--- src/rtl/vga_mode_scheduler.sv ---
// ----------------------------------------------------------------------------
// vga_mode_scheduler
//
// Display-mode controller in front of the VGA channel combiner. Two raw
// push-buttons are synchronised and debounced. Each accepted press toggles a
// shadow target. The targets are copied into the NEG_DIS / IMBA_MODE_ON select
// lines only at a frame boundary, so the combiner never switches mid-frame.
//
// Optional feature macro: VGA_MODE_BLANK_EN
//   defined   : each applied change forces BLANK high for BLANK_FRAMES frames,
//               starting at the applying frame (BLANKING state + frame counter).
//   undefined : BLANK is tied low; the FSM returns to IDLE right after applying.
//
// Parameters
//   DEBOUNCE_CYCLES : consecutive stable cycles needed to accept a level (>=2)
//   BLANK_FRAMES    : frames of forced blank per mode change (>=1)
//
// Ports
//   CLK          in  : pixel/system clock, rising edge
//   RESET_N      in  : asynchronous active-low reset
//   BTN_NEG      in  : raw button, each press toggles negative display
//   BTN_IMBA     in  : raw button, each press toggles imba mode
//   FRAME_START  in  : one-cycle pulse at start of vertical blanking
//   NEG_DIS      out : active negative-display select (registered)
//   IMBA_MODE_ON out : active imba-mode select (registered)
//   BLANK        out : forces downstream pixels black (registered)
//   MODE_BUSY    out : high while the FSM is not IDLE (registered)
// ----------------------------------------------------------------------------
module vga_mode_scheduler #(
    parameter int DEBOUNCE_CYCLES = 65536,
    parameter int BLANK_FRAMES    = 2
) (
    input  logic CLK,
    input  logic RESET_N,
    input  logic BTN_NEG,
    input  logic BTN_IMBA,
    input  logic FRAME_START,
    output logic NEG_DIS,
    output logic IMBA_MODE_ON,
    output logic BLANK,
    output logic MODE_BUSY
);

    localparam int CNT_W = $clog2(DEBOUNCE_CYCLES + 1);
    // Counter value on the last differing cycle before the level is accepted.
    localparam logic [CNT_W-1:0] DEB_LAST = CNT_W'(DEBOUNCE_CYCLES - 1);

`ifdef VGA_MODE_BLANK_EN
    localparam int FRM_W = $clog2(BLANK_FRAMES + 1);
    localparam logic [FRM_W-1:0] FRM_LOAD = FRM_W'(BLANK_FRAMES);
    localparam logic [FRM_W-1:0] FRM_ONE  = FRM_W'(1);

    typedef enum logic [1:0] {
        S_IDLE       = 2'd0,
        S_WAIT_FRAME = 2'd1,
        S_BLANKING   = 2'd2
    } state_t;
`else
    typedef enum logic [0:0] {
        S_IDLE       = 1'b0,
        S_WAIT_FRAME = 1'b1
    } state_t;
`endif

    // Bit 0 = negative display, bit 1 = imba mode throughout.
    logic [1:0]       w_btn;
    logic [1:0]       r_sync1;
    logic [1:0]       r_sync2;
    logic [1:0]       r_deb;
    logic [1:0]       r_deb_d;
    logic [CNT_W-1:0] r_cnt [2];
    logic [1:0]       w_press;
    logic [1:0]       r_tgt;
    logic [1:0]       r_act;
    logic             r_busy;

    state_t           r_state;
    state_t           w_state_nxt;
    logic [1:0]       w_act_nxt;

`ifdef VGA_MODE_BLANK_EN
    logic             r_blank;
    logic             w_blank_nxt;
    logic [FRM_W-1:0] r_frm;
    logic [FRM_W-1:0] w_frm_nxt;
`else
    logic             w_unused_cfg;
    assign w_unused_cfg = (BLANK_FRAMES < 32'sd1);
`endif

    assign w_btn = {BTN_IMBA, BTN_NEG};

    // Two-flop synchronisers for the asynchronous buttons.
    always_ff @(posedge CLK or negedge RESET_N) begin
        if (!RESET_N) begin
            r_sync1 <= 2'b00;
            r_sync2 <= 2'b00;
        end else begin
            r_sync1 <= w_btn;
            r_sync2 <= r_sync1;
        end
    end

    // Debounce: count consecutive cycles the synchronised level disagrees with
    // the accepted level; accept it once the run is DEBOUNCE_CYCLES long.
    always_ff @(posedge CLK or negedge RESET_N) begin
        if (!RESET_N) begin
            r_deb   <= 2'b00;
            r_deb_d <= 2'b00;
            for (int b = 0; b < 2; b++) begin
                r_cnt[b] <= {CNT_W{1'b0}};
            end
        end else begin
            r_deb_d <= r_deb;
            for (int b = 0; b < 2; b++) begin
                if (r_sync2[b] == r_deb[b]) begin
                    r_cnt[b] <= {CNT_W{1'b0}};
                end else if (r_cnt[b] == DEB_LAST) begin
                    r_deb[b] <= r_sync2[b];
                    r_cnt[b] <= {CNT_W{1'b0}};
                end else begin
                    r_cnt[b] <= r_cnt[b] + CNT_W'(1);
                end
            end
        end
    end

    // A press is a rising edge of the debounced level.
    assign w_press = r_deb & ~r_deb_d;

    // Shadow targets toggle per press; a second press cancels a pending change.
    always_ff @(posedge CLK or negedge RESET_N) begin
        if (!RESET_N) begin
            r_tgt <= 2'b00;
        end else begin
            r_tgt <= r_tgt ^ w_press;
        end
    end

    // Next-state and next-output logic of the mode FSM.
    always_comb begin
        w_state_nxt = r_state;
        w_act_nxt   = r_act;
`ifdef VGA_MODE_BLANK_EN
        w_blank_nxt = r_blank;
        w_frm_nxt   = r_frm;
`endif
        case (r_state)
            S_IDLE: begin
                // A FRAME_START here is deliberately ignored; application
                // needs a frame boundary seen while already waiting.
                if (r_tgt != r_act) begin
                    w_state_nxt = S_WAIT_FRAME;
                end else begin
                    w_state_nxt = S_IDLE;
                end
            end
            S_WAIT_FRAME: begin
                if (r_tgt == r_act) begin
                    w_state_nxt = S_IDLE;
                end else if (FRAME_START) begin
                    w_act_nxt = r_tgt;
`ifdef VGA_MODE_BLANK_EN
                    w_blank_nxt = 1'b1;
                    w_frm_nxt   = FRM_LOAD;
                    w_state_nxt = S_BLANKING;
`else
                    w_state_nxt = S_IDLE;
`endif
                end else begin
                    w_state_nxt = S_WAIT_FRAME;
                end
            end
`ifdef VGA_MODE_BLANK_EN
            S_BLANKING: begin
                // Presses here only move the targets; they are serviced
                // after returning to IDLE with a fresh blank interval.
                if (FRAME_START) begin
                    if (r_frm == FRM_ONE) begin
                        w_blank_nxt = 1'b0;
                        w_state_nxt = S_IDLE;
                    end else begin
                        w_frm_nxt = r_frm - FRM_ONE;
                    end
                end else begin
                    w_state_nxt = S_BLANKING;
                end
            end
`endif
            default: begin
                w_state_nxt = S_IDLE;
`ifdef VGA_MODE_BLANK_EN
                w_blank_nxt = 1'b0;
`endif
            end
        endcase
    end

    // FSM state and registered outputs; MODE_BUSY follows the next state so it
    // changes in the same cycle as the state itself.
    always_ff @(posedge CLK or negedge RESET_N) begin
        if (!RESET_N) begin
            r_state <= S_IDLE;
            r_act   <= 2'b00;
            r_busy  <= 1'b0;
`ifdef VGA_MODE_BLANK_EN
            r_blank <= 1'b0;
            r_frm   <= {FRM_W{1'b0}};
`endif
        end else begin
            r_state <= w_state_nxt;
            r_act   <= w_act_nxt;
            r_busy  <= (w_state_nxt != S_IDLE);
`ifdef VGA_MODE_BLANK_EN
            r_blank <= w_blank_nxt;
            r_frm   <= w_frm_nxt;
`endif
        end
    end

    assign NEG_DIS      = r_act[0];
    assign IMBA_MODE_ON = r_act[1];
    assign MODE_BUSY    = r_busy;
`ifdef VGA_MODE_BLANK_EN
    assign BLANK        = r_blank;
`else
    assign BLANK        = 1'b0;
`endif

endmodule

--- config.mk ---
export PLATFORM = sky130hd
export DESIGN_NAME = vga_mode_scheduler
export DESIGN_NICKNAME = d
export VERILOG_FILES = /design/src/rtl/vga_mode_scheduler.sv
export SDC_FILE = /design/constraint.sdc
export NUM_CORES = 1
export LEC_CHECK = 0
export CAP_MARGIN = 20
export CORE_MARGIN = 2
export CORE_UTILIZATION = 44
export CTS_CLUSTER_SIZE = 20
export DETAILED_ROUTE_END_ITERATION = 16
export GPL_TIMING_DRIVEN = 0
export SYNTH_ARGS = -nofsm -noshare
export SYNTH_HDL_FRONTEND = slang
export SYNTH_SLANG_ARGS = --single-unit
export TNS_END_PERCENT = 5
--- constraint.sdc ---
create_clock -name CLK -period 2.1 [get_ports CLK]
set_input_delay 0.42 -clock CLK [delete_from_list [all_inputs] [get_ports CLK]]
set_output_delay 0.42 -clock CLK [all_outputs]
set_load 0.03 [all_outputs]
==> reports/qor.txt, run 1 <==
==================================================================================================
DRC violation count after routing                                                                0
Routed wire length                                                                         3640 µm
Flip-flop cell with the highest count after synthesis                                      dfrtp_1
DR WL/cell                                                                                 13.7 µm
Setup-violating endpoint count in the final report                                               0
Pins over their slew limit                                                                       0
Number of unique standard cell types used by synthesis                                          29
Ant. Diodes                                                                                      0
Area of placed instances                                                                  2240 µm²
Shortest clock period the worst path allows after layout                                   1.99 ns
Total core area                                                                           4660 µm²
Relative area change from synthesis to final layout                                          15.8%
Number of clock sinks                                                                           47
Via count of the first global-routing pass                                                    1383
Syn Inst Count                                                                                 192
Type of element capturing the critical path                                               register
Startpoint types                                                                          register
Area enclosed by the die boundary                                                         5310 µm²
Final core utilization                                                                       51.8%
Largest cells by area after synthesis                                                 dfrtp_1 56%, xnor2_1 10%, nor2_1 6.5%
Standard-cell rows                                                                              25
CTS tree                                                                                     built
Via density per instance                                                                      5.22
CP Data Required Time                                                                      2.29 ns
Power per cell area                                                                     695 nW/µm²
Violation count after the first detailed-route iteration                                        58
Buffer cell driving the clock tree root                                                   clkbuf_8
Mean post-synth cell area                                                                 10.9 µm²
RSZ-0062 raised after global routing                                                          true
Post-synthesis sequential area ratio                                                         56.4%
Fin nets                                                                                       217
Share of the clock period used by the worst path after layout                                94.6%
H-tree level count                                                                               2
Post-synth design cell area                                                               2090 µm²
Detail Placement HPWL                                                                      2600 µm
Overflow left after global routing                                                               0
Max Clock Skew                                                                          0.00654 ns
Top-area cell type share of the netlist area                                                 56.4%
FF+latch area                                                                             1180 µm²
Vias                                                                                          1382
DRT Pass-1 Iters                                                                                 4
FFs w/ async S/R, synth                                                                       100%
Number of antenna-violating nets in the routed design                                            0
Critical path peak fanout                                                                       10
Largest voltage drop on the vdd net                                                         430 µV
Pin count of the biggest net entering global routing                                            28
Wire length of the first global-routing pass                                               6070 µm
Number of top-level pins                                                                         9
Worst skew pair latency                                                                    0.30 ns
Die Y                                                                                      72.9 µm
Reported leakage power                                                                  0.00102 µW
Fraction of layout cells with a size suffix above 1                                          13.3%
CTS hold repair buffers                                                                          0
Number of enable-type register cells in the synthesized netlist                                  0
Total CTS buffers                                                                                5
Max-cap violations                                                                               0
Maximum clock insertion buffer count                                                             2
Type of the worst setup path                                                          register to register
Post-synthesis cell type with the largest combined area                                    dfrtp_1
Number of inserted filler cells in the final layout                                            417
Initial Util                                                                                 44.8%
Register bit total from synthesis                                                               47
Overall global routing resource usage                                                        15.1%
Clock transition time at the flip-flop clock pins of the worst setup and hold paths        0.08 ns
Antenna violations before repair                                                                 0
Design Area, Final                                                                        2420 µm²
Result of the run                                                                     complete, no violations
Final hold violations                                                                            0
Hold crit path type                                                                   input pin to asynchronous set/reset pin
Power consumption                                                                          1680 µW
Data arrival time of the critical path                                                     2.18 ns
Upper clock frequency limit                                                                503 MHz
Worst hold slack                                                                         0.0787 ns
Buffers on Ports                                                                                 7
Total nets after synthesis                                                                     199
Count of warnings emitted by yosys                                                               0
Final estimated routing congestion in global placement                                       0.811
Combined area of the multi-input logic cells                                               891 µm²
Width of the chip                                                                          72.9 µm
==================================================================================================
==> where the power goes <==
| part | leakage [µW] | switching [µW] | internal, µW |
|---|---|---|---|
| Combinational | 0.000319 | 42.0 | 28.0 |
| Clock | 0.0000612 | 293 | 385 |
| Sequential | 0.000639 | 14.5 | 917 |
==> cell families (layout without fill, tap and decap cells) <==
| group | after synthesis | count (layout) | share of synthesized area [%] |
|---|---|---|---|
| other | 1 | 1 | 0.180 |
| AO/OA/AOI/OAI | 9 | 9 | 3.60 |
| buffers and inverters | 10 | 29 | 2.46 |
| adder cells (fa/ha/maj) | 2 | 2 | 1.20 |
| AND/OR/NAND/NOR | 86 | 86 | 20.2 |
| multiplexers | 4 | 4 | 2.16 |
| flip-flops | 47 | 47 | 56.4 |
| XOR/XNOR | 33 | 33 | 13.9 |
==> worst paths after layout <==
kind | from | end | slack (ns) | depth (start not counted)
max in group asynchronous | RESET_N | r_cnt[4]$_DFF_PN0_ | 1.51 | 2
max | r_cnt[3]$_DFF_PN0_ | r_cnt[10]$_DFF_PN0_ | 0.11 | 6
min in group CLK | r_sync1[1]$_DFF_PN0_ | r_sync2[1]$_DFF_PN0_ | 0.36 | 0
min | RESET_N | r_cnt[3]$_DFF_PN0_ | 0.08 | 1
min reg2reg | r_sync1[1]$_DFF_PN0_ | r_sync2[1]$_DFF_PN0_ | 0.36 | 0
max reg2reg | r_cnt[3]$_DFF_PN0_ | r_cnt[10]$_DFF_PN0_ | 0.11 | 6
==> state kept, by name, summed over array words and instances (netlist names) <==
register,flops
r_sync2,2
r_deb,2
r_cnt,34
r_deb_d,2
r_state,1
r_sync1,2
r_act,2
r_tgt,2
==> Yosys cell counts, drive strengths merged, types with 2 or more instances <==
library cell  count
a21oi             2
buf               4
dfrtp            47
ha                2
inv               6
mux2              4
nand2            11
nand2b            2
nand3            11
nand4             8
nor2             36
nor3              5
nor4              6
o21ai             2
or3               3
or4               2
xnor2            25
xor2              8
==> through the flow <==
| stage | std cells | worst slack, ns | setup TNS, ns |
|---|---|---|---|
| 4_1_cts | 262 | 0.00607 | 0 |
| 3_3_place_gp | 253 | -0.542 | -26.73 |
| 5_1_grt | 265 | 0.00311 | 0 |
| 6_report | 265 | 0.113 | 0 |
| 3_5_place_dp | 254 | -0.237 | -2.18 |
| 2_1_floorplan | 192 | 0.208 | 0 |
==> layer usage <==
layer  share of wire [%]  up-vias  GRT usage (%)
li1                    -      678              -
met2                  52       18           26.8
met1                  44      679           16.7
met3                 2.5        7           4.28
met5                   0        -              0
met4                 1.6        0           7.20
==> worst max-delay path: stages, from the launching register on <==
cell	delay [ns]
dfrtp_2	0.43
nand4_4	0.17
or4_1	0.55
buf_2	0.18
o31ai_4	0.30
buf_6	0.19
nor2_1	0.05
==> layout make-up <==
cell class | count | area share, %
Clock inverter | 2 | 1.45
Inverter | 6 | 0.932
Clock buffer | 6 | 3.42
Buffer | 4 | 1.29
Sequential cell | 47 | 48.8
Multi-Input combinational cell | 135 | 36.9
Tap cell | 54 | 2.80
Timing Repair Buffer | 11 | 4.45
==> placed cells by master (no fill, tap or decap), drive strengths merged, types with 7 or more instances in the layout <==
master | Yosys | routed
xnor2 | 25 | 25
xor2 | 8 | 8
nand3 | 11 | 11
nand2 | 11 | 11
dfrtp | 47 | 47
buf | 4 | 8
nor2 | 36 | 36
nand4 | 8 | 8
clkbuf | 0 | 7
==> what timing repair did <==
item / 4_1_cts / 5_1_grt
setup buffers: 0 / 3
setup endpoints to repair: 11 / 21
pin swaps: 0 / 4
gates resized for setup: 2 / 6
No activity file was read; power rests on OpenSTA's default activity.
==> run 2, diff against run 1 <==
--- a/config.mk
+++ b/config.mk
@@ -11,6 +11,7 @@
 export CTS_CLUSTER_SIZE = 20
 export DETAILED_ROUTE_END_ITERATION = 16
 export GPL_TIMING_DRIVEN = 0
+export REMOVE_ABC_BUFFERS = 1
 export SYNTH_ARGS = -nofsm -noshare
 export SYNTH_HDL_FRONTEND = slang
 export SYNTH_SLANG_ARGS = --single-unit
==> constraint.sdc (replaced) <==
create_clock -name CLK -period 1.73 [get_ports CLK]
set_input_delay 0.346 -clock CLK [delete_from_list [all_inputs] [get_ports CLK]]
set_output_delay 0.346 -clock CLK [all_outputs]
set_load 0.03 [all_outputs]
==> run 2 against run 1 <==
Against the previous run: largest power group unchanged; maximum frequency grew 15%; power grew 11%; global-route usage grew 0.26 points; the flow now finishes with violations (negative setup slack); register-to-register slack lost 0.12 ns; critical path type unchanged; first-iteration DRC count grew 24%.
==> reports/qor.txt, run 2 (synthesized netlist as in run 1, its figures left out) <==
==================================================================================================
Result of the run                                                                     finished, violations left   was complete, no violations
Failing checks                                                                        negative setup slack
Final estimated routing congestion in global placement                                       0.788   was 0.811
DRT Pass-1 Iters                                                                                 4   unchanged
DRC violation count after routing                                                                0   unchanged
Max-cap violations                                                                               0   unchanged
Number of clock sinks                                                                           47   unchanged
Power per cell area                                                                     748 nW/µm²   was 695 nW/µm²
Worst R2R End                                                                         r_deb[1]$_DFFE_PN0P_   was r_cnt[10]$_DFF_PN0_
Total core area                                                                           4660 µm²   unchanged
Overflow left after global routing                                                               0   unchanged
Type of element capturing the critical path                                               register   unchanged
Reported leakage power                                                                  0.00106 µW   was 0.00102 µW
Ant. Diodes                                                                                      0   unchanged
Combined area of the multi-input logic cells                                               946 µm²   was 891 µm²
Share of the clock period used by the worst path after layout                                 100%   was 94.6%
CTS tree                                                                                     built   unchanged
Worst skew pair latency                                                                    0.30 ns   about the same
Detail Placement HPWL                                                                      2410 µm   was 2600 µm
Number of antenna-violating nets in the routed design                                            0   unchanged
Relative area change from synthesis to final layout                                          20.0%   was 15.8%
Die Y                                                                                      72.9 µm   unchanged
FF+latch area                                                                             1180 µm²   unchanged
Clock transition time at the flip-flop clock pins of the worst setup and hold paths        0.09 ns   was 0.08 ns
Fraction of layout cells with a size suffix above 1                                          18.9%   was 13.3%
Critical Path Source                                                                  r_cnt[0]$_DFF_PN0_   was r_cnt[3]$_DFF_PN0_
Min setup slack post-route                                                             -0.00282 ns   was 0.113 ns
Maximum clock insertion buffer count                                                             2   unchanged
Wire length of the first global-routing pass                                               6310 µm   was 6070 µm
Vias                                                                                          1431   was 1382
Via count of the first global-routing pass                                                    1462   was 1383
Buffer cell driving the clock tree root                                                   clkbuf_8   unchanged
Max Clock Skew                                                                           0.0117 ns   was 0.00654 ns
Depth of the worst hold-timing path                                                              0
Width of the chip                                                                          72.9 µm   unchanged
Last element of the critical path                                                     r_deb[1]$_DFFE_PN0P_   was r_cnt[10]$_DFF_PN0_
Number of cells in the design after placement                                                  250   was 254
Upper clock frequency limit                                                                577 MHz   was 503 MHz
Final hold violations                                                                            0   unchanged
Pins over their slew limit                                                                       0   unchanged
Area enclosed by the die boundary                                                         5310 µm²   unchanged
Pin count of the biggest net entering global routing                                            36   was 28
Hold crit path type                                                                   register to register   was input pin to asynchronous set/reset pin
Initial Util                                                                                 44.8%   unchanged
Startpoint types                                                                          register   unchanged
Fin nets                                                                                       224   was 217
Number of cell instances on the worst register-to-register path                                  5   was 6
Beginning of the worst hold path                                                      r_sync1[0]$_DFF_PN0_
Most common cell after layout, fill and taps aside                                         dfrtp_1   unchanged
Final core utilization                                                                       53.7%   was 51.8%
Worst R2R Setup Slack                                                                    -0.003 ns   was 0.11 ns
Shortest clock period the worst path allows after layout                                   1.73 ns   was 1.99 ns
Number of top-level pins                                                                         9   unchanged
RSZ-0062 raised after global routing                                                          true   unchanged
Critical path peak fanout                                                                        6   was 10
Total CTS buffers                                                                                5   unchanged
Violation count after the first detailed-route iteration                                        72   was 58
Overall global routing resource usage                                                        15.4%   was 15.1%
Buffers on Ports                                                                                 7   unchanged
Routed wire length                                                                         3630 µm   was 3640 µm
Via density per instance                                                                      5.28   was 5.22
Commonest non-fill, non-tap cells in the layout                                       45 x dfrtp_1, 36 x nor2_1, 25 x xnor2_1   unchanged
Post-route insts no fill                                                                       271   was 265
Antenna violations before repair                                                                 0   unchanged
Setup-violating endpoint count in the final report                                               1   was 0
DR WL/cell                                                                                 13.4 µm   was 13.7 µm
Largest register by flop count                                                               r_cnt   unchanged
Number of inserted filler cells in the final layout                                            395   was 417
Crit Reg-Reg Startpoint                                                               r_cnt[0]$_DFF_PN0_   was r_cnt[3]$_DFF_PN0_
CP Data Required Time                                                                      1.92 ns   was 2.29 ns
Data arrival time of the critical path                                                     1.93 ns   was 2.18 ns
Largest voltage drop on the vdd net                                                         359 µV   was 430 µV
Type of the worst setup path                                                          register to register   unchanged
H-tree level count                                                                               2   unchanged
Standard-cell rows                                                                              25   unchanged
Number of flip-flops in the largest register                                                    34   unchanged
==================================================================================================
## run 2: routing by layer
metal	vias to the layer above	global-route usage (%)	wire length, µm
met5	-	0	0
met4	0	7.61	76
met3	8	3.04	58
met2	9	26.2	1900
met1	716	18.6	1590
li1	698	-	-
## run 2: what timing repair did
item,4_1_cts,5_1_grt
cloned,0,0
hold endpoints to repair,12,0
hold buffers,1,0
gates resized for setup,12,10
pin swaps,7,7
endpoints found under the setup margin,35,32
setup buffers,9,4
## run 2: stage by stage
step                hold WS (ns)  worst slack (ns)  power [µW]  TNS [ns]  instance area, µm²
global placement           0.334            -0.866        1220    -53.10                2190
CTS                        0.362           -0.0103        1880   -0.0103                2430
finish                     0.359          -0.00282        1870  -0.00282                2500
detailed placement         0.264            -0.499        1230    -14.24                2210
floorplan                 0.0504            -0.186        1180     -4.44                2060
global route               0.366           -0.0472        1950    -0.357                2500
## run 2: where the power goes
part | internal, µW | switching [µW] | total, µW
Combinational | 45.6 | 55.8 | 101
Clock | 277 | 361 | 637
Sequential | 1110 | 19.4 | 1130
## run 2: area by class of cell
class | instances | area share (%)
clock buffers | 5 | 2.75
clock inverters | 2 | 0.550
inverters | 6 | 0.900
multi-input cells | 135 | 37.8
flip-flops and latches | 47 | 47.1
well taps | 54 | 2.70
repair buffers | 22 | 8.25
## run 2: how the worst min path moves through the flow
stage                                 endpoint  slack, ns
after floorplan           r_act[0]$_DFFE_PN0P_       0.05
after global placement    r_sync2[0]$_DFF_PN0_       0.33
after detailed placement    r_cnt[7]$_DFF_PN0_       0.26
after CTS                 r_sync2[0]$_DFF_PN0_       0.36
after global routing      r_sync2[0]$_DFF_PN0_       0.37
final                     r_sync2[0]$_DFF_PN0_       0.36
## run 2: critical path: stages, from the launching register on
cell and delay [ns]:
dfrtp_1 0.41, ha_4 0.17, nand2_1 0.08, or4_4 0.49
nor3_2 0.16, mux2_4 0.32
==> run 3, diff against run 2 <==
--- a/config.mk
+++ b/config.mk
@@ -12,6 +12,7 @@
 export DETAILED_ROUTE_END_ITERATION = 16
 export GPL_TIMING_DRIVEN = 0
 export REMOVE_ABC_BUFFERS = 1
+export SKIP_LAST_GASP = 1
 export SYNTH_ARGS = -nofsm -noshare
 export SYNTH_HDL_FRONTEND = slang
 export SYNTH_SLANG_ARGS = --single-unit
==> run 3 against run 2 <==
Against the previous run: cell count down 0.37%; the run still ends with negative setup slack left; highest routed layer unchanged; largest cell class unchanged; wire length down 0.14%; count of clock-buffer cells in the layout did not move.
==> reports/qor.txt, run 3 (synthesized netlist as in run 1, its figures left out) <==
==================================================================================================
Result of the run                                                                     finished, violations left   unchanged
Failing checks                                                                        negative setup slack   unchanged
Fraction of layout cells with a size suffix above 1                                          17.1%   was 18.9%
Violation count after the first detailed-route iteration                                        72   unchanged
Clk network pwr share                                                                        34.2%   was 34.1%
Biggest cell delay along the critical path                                                 0.69 ns   was 0.49 ns
Standard-cell rows                                                                              25   unchanged
M1 GR Usage                                                                                  18.5%   was 18.6%
Pins over their slew limit                                                                       0   unchanged
Pin count of the biggest net entering global routing                                            36   unchanged
Data arrival time of the critical path                                                     1.39 ns   was 1.93 ns
Startpoint types                                                                          register   unchanged
Largest voltage drop on the vdd net                                                         352 µV   was 359 µV
Largest register by flop count                                                               r_cnt   unchanged
Worst path cell trace                                                                 clkdlybuf4s50_1   was ha_4, nand2_1, or4_4, nor3_2, mux2_4
Setup-violating endpoint count in the final report                                               2   was 1
Combinational power share                                                                     5.2%   was 5.4%
Fin nets                                                                                       223   was 224
Sw Pwr                                                                                      433 µW   was 436 µW
Commonest non-fill, non-tap cells in the layout                                       45 x dfrtp_1, 36 x nor2_1, 25 x xnor2_1   unchanged
Max-cap violations                                                                               0   unchanged
Layer with the highest usage                                                                  met2   unchanged
Total CTS buffers                                                                                5   unchanged
Antenna violations before repair                                                                 0   unchanged
Width of the chip                                                                          72.9 µm   unchanged
Relative area change from synthesis to final layout                                          18.2%   was 20.0%
Upper clock frequency limit                                                                576 MHz   was 577 MHz
Critical path peak fanout                                                                        3   was 6
Number of clock sinks                                                                           47   unchanged
Most common cell after layout, fill and taps aside                                         dfrtp_1   unchanged
Wire length of the first global-routing pass                                               6300 µm   was 6310 µm
Max Clock Skew                                                                          0.00996 ns   was 0.0117 ns
Clock transition time at the flip-flop clock pins of the worst setup and hold paths        0.09 ns   about the same
Number of top-level pins                                                                         9   unchanged
CTS tree                                                                                     built   unchanged
Maximum clock insertion buffer count                                                             2   unchanged
Area enclosed by the die boundary                                                         5310 µm²   unchanged
Worst R2R Setup Slack                                                                         0 ns   was -0.003 ns
RSZ-0062 raised after global routing                                                          true   unchanged
Via density per instance                                                                      5.25   was 5.28
Reg power frac                                                                               60.6%   was 60.5%
DR WL/cell                                                                                 13.4 µm   about the same
Area of placed instances                                                                  2210 µm²   unchanged
Final estimated routing congestion in global placement                                       0.788   unchanged
Design Area, Final                                                                        2470 µm²   was 2500 µm²
Number of inserted filler cells in the final layout                                            396   was 395
Type of the worst setup path                                                          register to output pin   was register to register
Overall global routing resource usage                                                        15.4%   about the same
CP Data Required Time                                                                      1.38 ns   was 1.92 ns
Die Y                                                                                      72.9 µm   unchanged
Number of antenna-violating nets in the routed design                                            0   unchanged
GR met2 Demand/Resource                                                                      26.2%   unchanged
H-tree level count                                                                               2   unchanged
Buffers on Ports                                                                                 7   unchanged
Final hold violations                                                                            0   unchanged
Depth of the critical timing path with buffers and inverters included                            1   was 5
Worst skew pair latency                                                                    0.30 ns   about the same
Power per cell area                                                                     757 nW/µm²   was 748 nW/µm²
DRT Pass-1 Iters                                                                                 4   unchanged
Grt met3 use                                                                                 3.04%   unchanged
Share of the clock period used by the worst path after layout                                 100%   about the same
Number of flip-flops in the largest register                                                    34   unchanged
Routed wire length                                                                         3630 µm   about the same
Worst hold slack                                                                          0.359 ns   about the same
Shortest clock period the worst path allows after layout                                   1.74 ns   was 1.73 ns
Type of element capturing the critical path                                             output pin   was register
Critical Path Slowest Stage Cell                                                      clkdlybuf4s50_1   was or4_4
Buf+Inv Stages, Crit Path                                                                        1   was 0
Vias                                                                                          1417   was 1431
Internal portion of total power                                                            1430 µW   was 1440 µW
Via count of the first global-routing pass                                                    1460   was 1462
Overflow left after global routing                                                               0   unchanged
Number of cell instances on the worst register-to-register path                                  5   unchanged
Min setup slack post-route                                                             -0.00534 ns   was -0.00282 ns
Depth of the worst hold-timing path                                                              0   unchanged
Hold crit path type                                                                   register to register   unchanged
Buffer cell driving the clock tree root                                                   clkbuf_8   unchanged
Total core area                                                                           4660 µm²   unchanged
Detail Placement HPWL                                                                      2410 µm   unchanged
Initial Util                                                                                 44.8%   unchanged
DRC violation count after routing                                                                0   unchanged
Family of cells with the greatest summed delay on the critical path                   buffers and inverters   was simple AND/OR/NAND/NOR gates
Switching share of total power                                                               23.2%   was 23.3%
Reported leakage power                                                                  0.00104 µW   was 0.00106 µW
Ant. Diodes                                                                                      0   unchanged
==================================================================================================
[run 3: cell types whose count changed in the layout (fill, tap and decap cells not counted), sizes merged]
cell	previous run	this run
clkdlybuf4s50	4	6
dlygate4sd2	2	0
buf	15	14
[run 3: layout make-up]
| cell class | count | area [µm²] | area share (%) |
|---|---|---|---|
| clock buffer | 5 | 68.8 | 2.79 |
| clock inverter | 2 | 13.8 | 0.558 |
| inverter | 6 | 22.5 | 0.913 |
| multi-input combinational | 135 | 913 | 37.0 |
| sequential | 47 | 1180 | 47.8 |
| tap | 54 | 67.6 | 2.74 |
| timing repair buffer | 21 | 201 | 8.17 |
[run 3: power groups by stage]
stage | Sequential, µW | Clock [µW] | Combinational, µW
2_1_floorplan | 1150 | 0 | 34.5
3_3_place_gp | 1150 | 0 | 69.7
3_5_place_dp | 1150 | 0 | 78.7
4_1_cts | 1130 | 659 | 90.4
5_1_grt | 1130 | 696 | 110
6_report | 1130 | 639 | 96.8
[run 3: stage by stage]
step	util, %	instances	setup WS, ns	power (µW)	setup TNS, ns
after floorplan	-	188	-0.186	1180	-4.44
after global placement	47.1	249	-0.866	1220	-53.10
after detailed placement	47.4	250	-0.499	1230	-14.24
after CTS	52.1	267	-0.0209	1880	-0.0427
after global routing	52.9	270	-0.0709	1940	-0.743
final	52.9	270	-0.00534	1870	-0.00947
[run 3: path summary, 6_finish.rpt]
| check | from | end |
|---|---|---|
| worst min register to register | r_sync1[0]$_DFF_PN0_ | r_sync2[0]$_DFF_PN0_ |
| worst max register to register | r_cnt[0]$_DFF_PN0_ | r_deb[1]$_DFFE_PN0P_ |
| worst max-delay path | r_act[1]$_DFFE_PN0P_ | IMBA_MODE_ON |
| worst min-delay path | r_sync1[0]$_DFF_PN0_ | r_sync2[0]$_DFF_PN0_ |
| min in group asynchronous | RESET_N | r_cnt[9]$_DFF_PN0_ |
| max in group asynchronous | RESET_N | r_cnt[22]$_DFF_PN0_ |
[run 3: layer usage]
layer	vias to the layer above	wire length (µm)
met5	-	0
met4	0	76
met3	8	59
met2	9	1860
met1	702	1630
li1	698	-
[run 3: what timing repair did]
item                                    CTS  global route
hold endpoints to repair                 12             0
setup buffers                             9             3
pin swaps                                 7             1
gates resized for setup                   9             5
endpoints found under the setup margin   35            34
cloned                                    0             0
hold buffers                              1             0
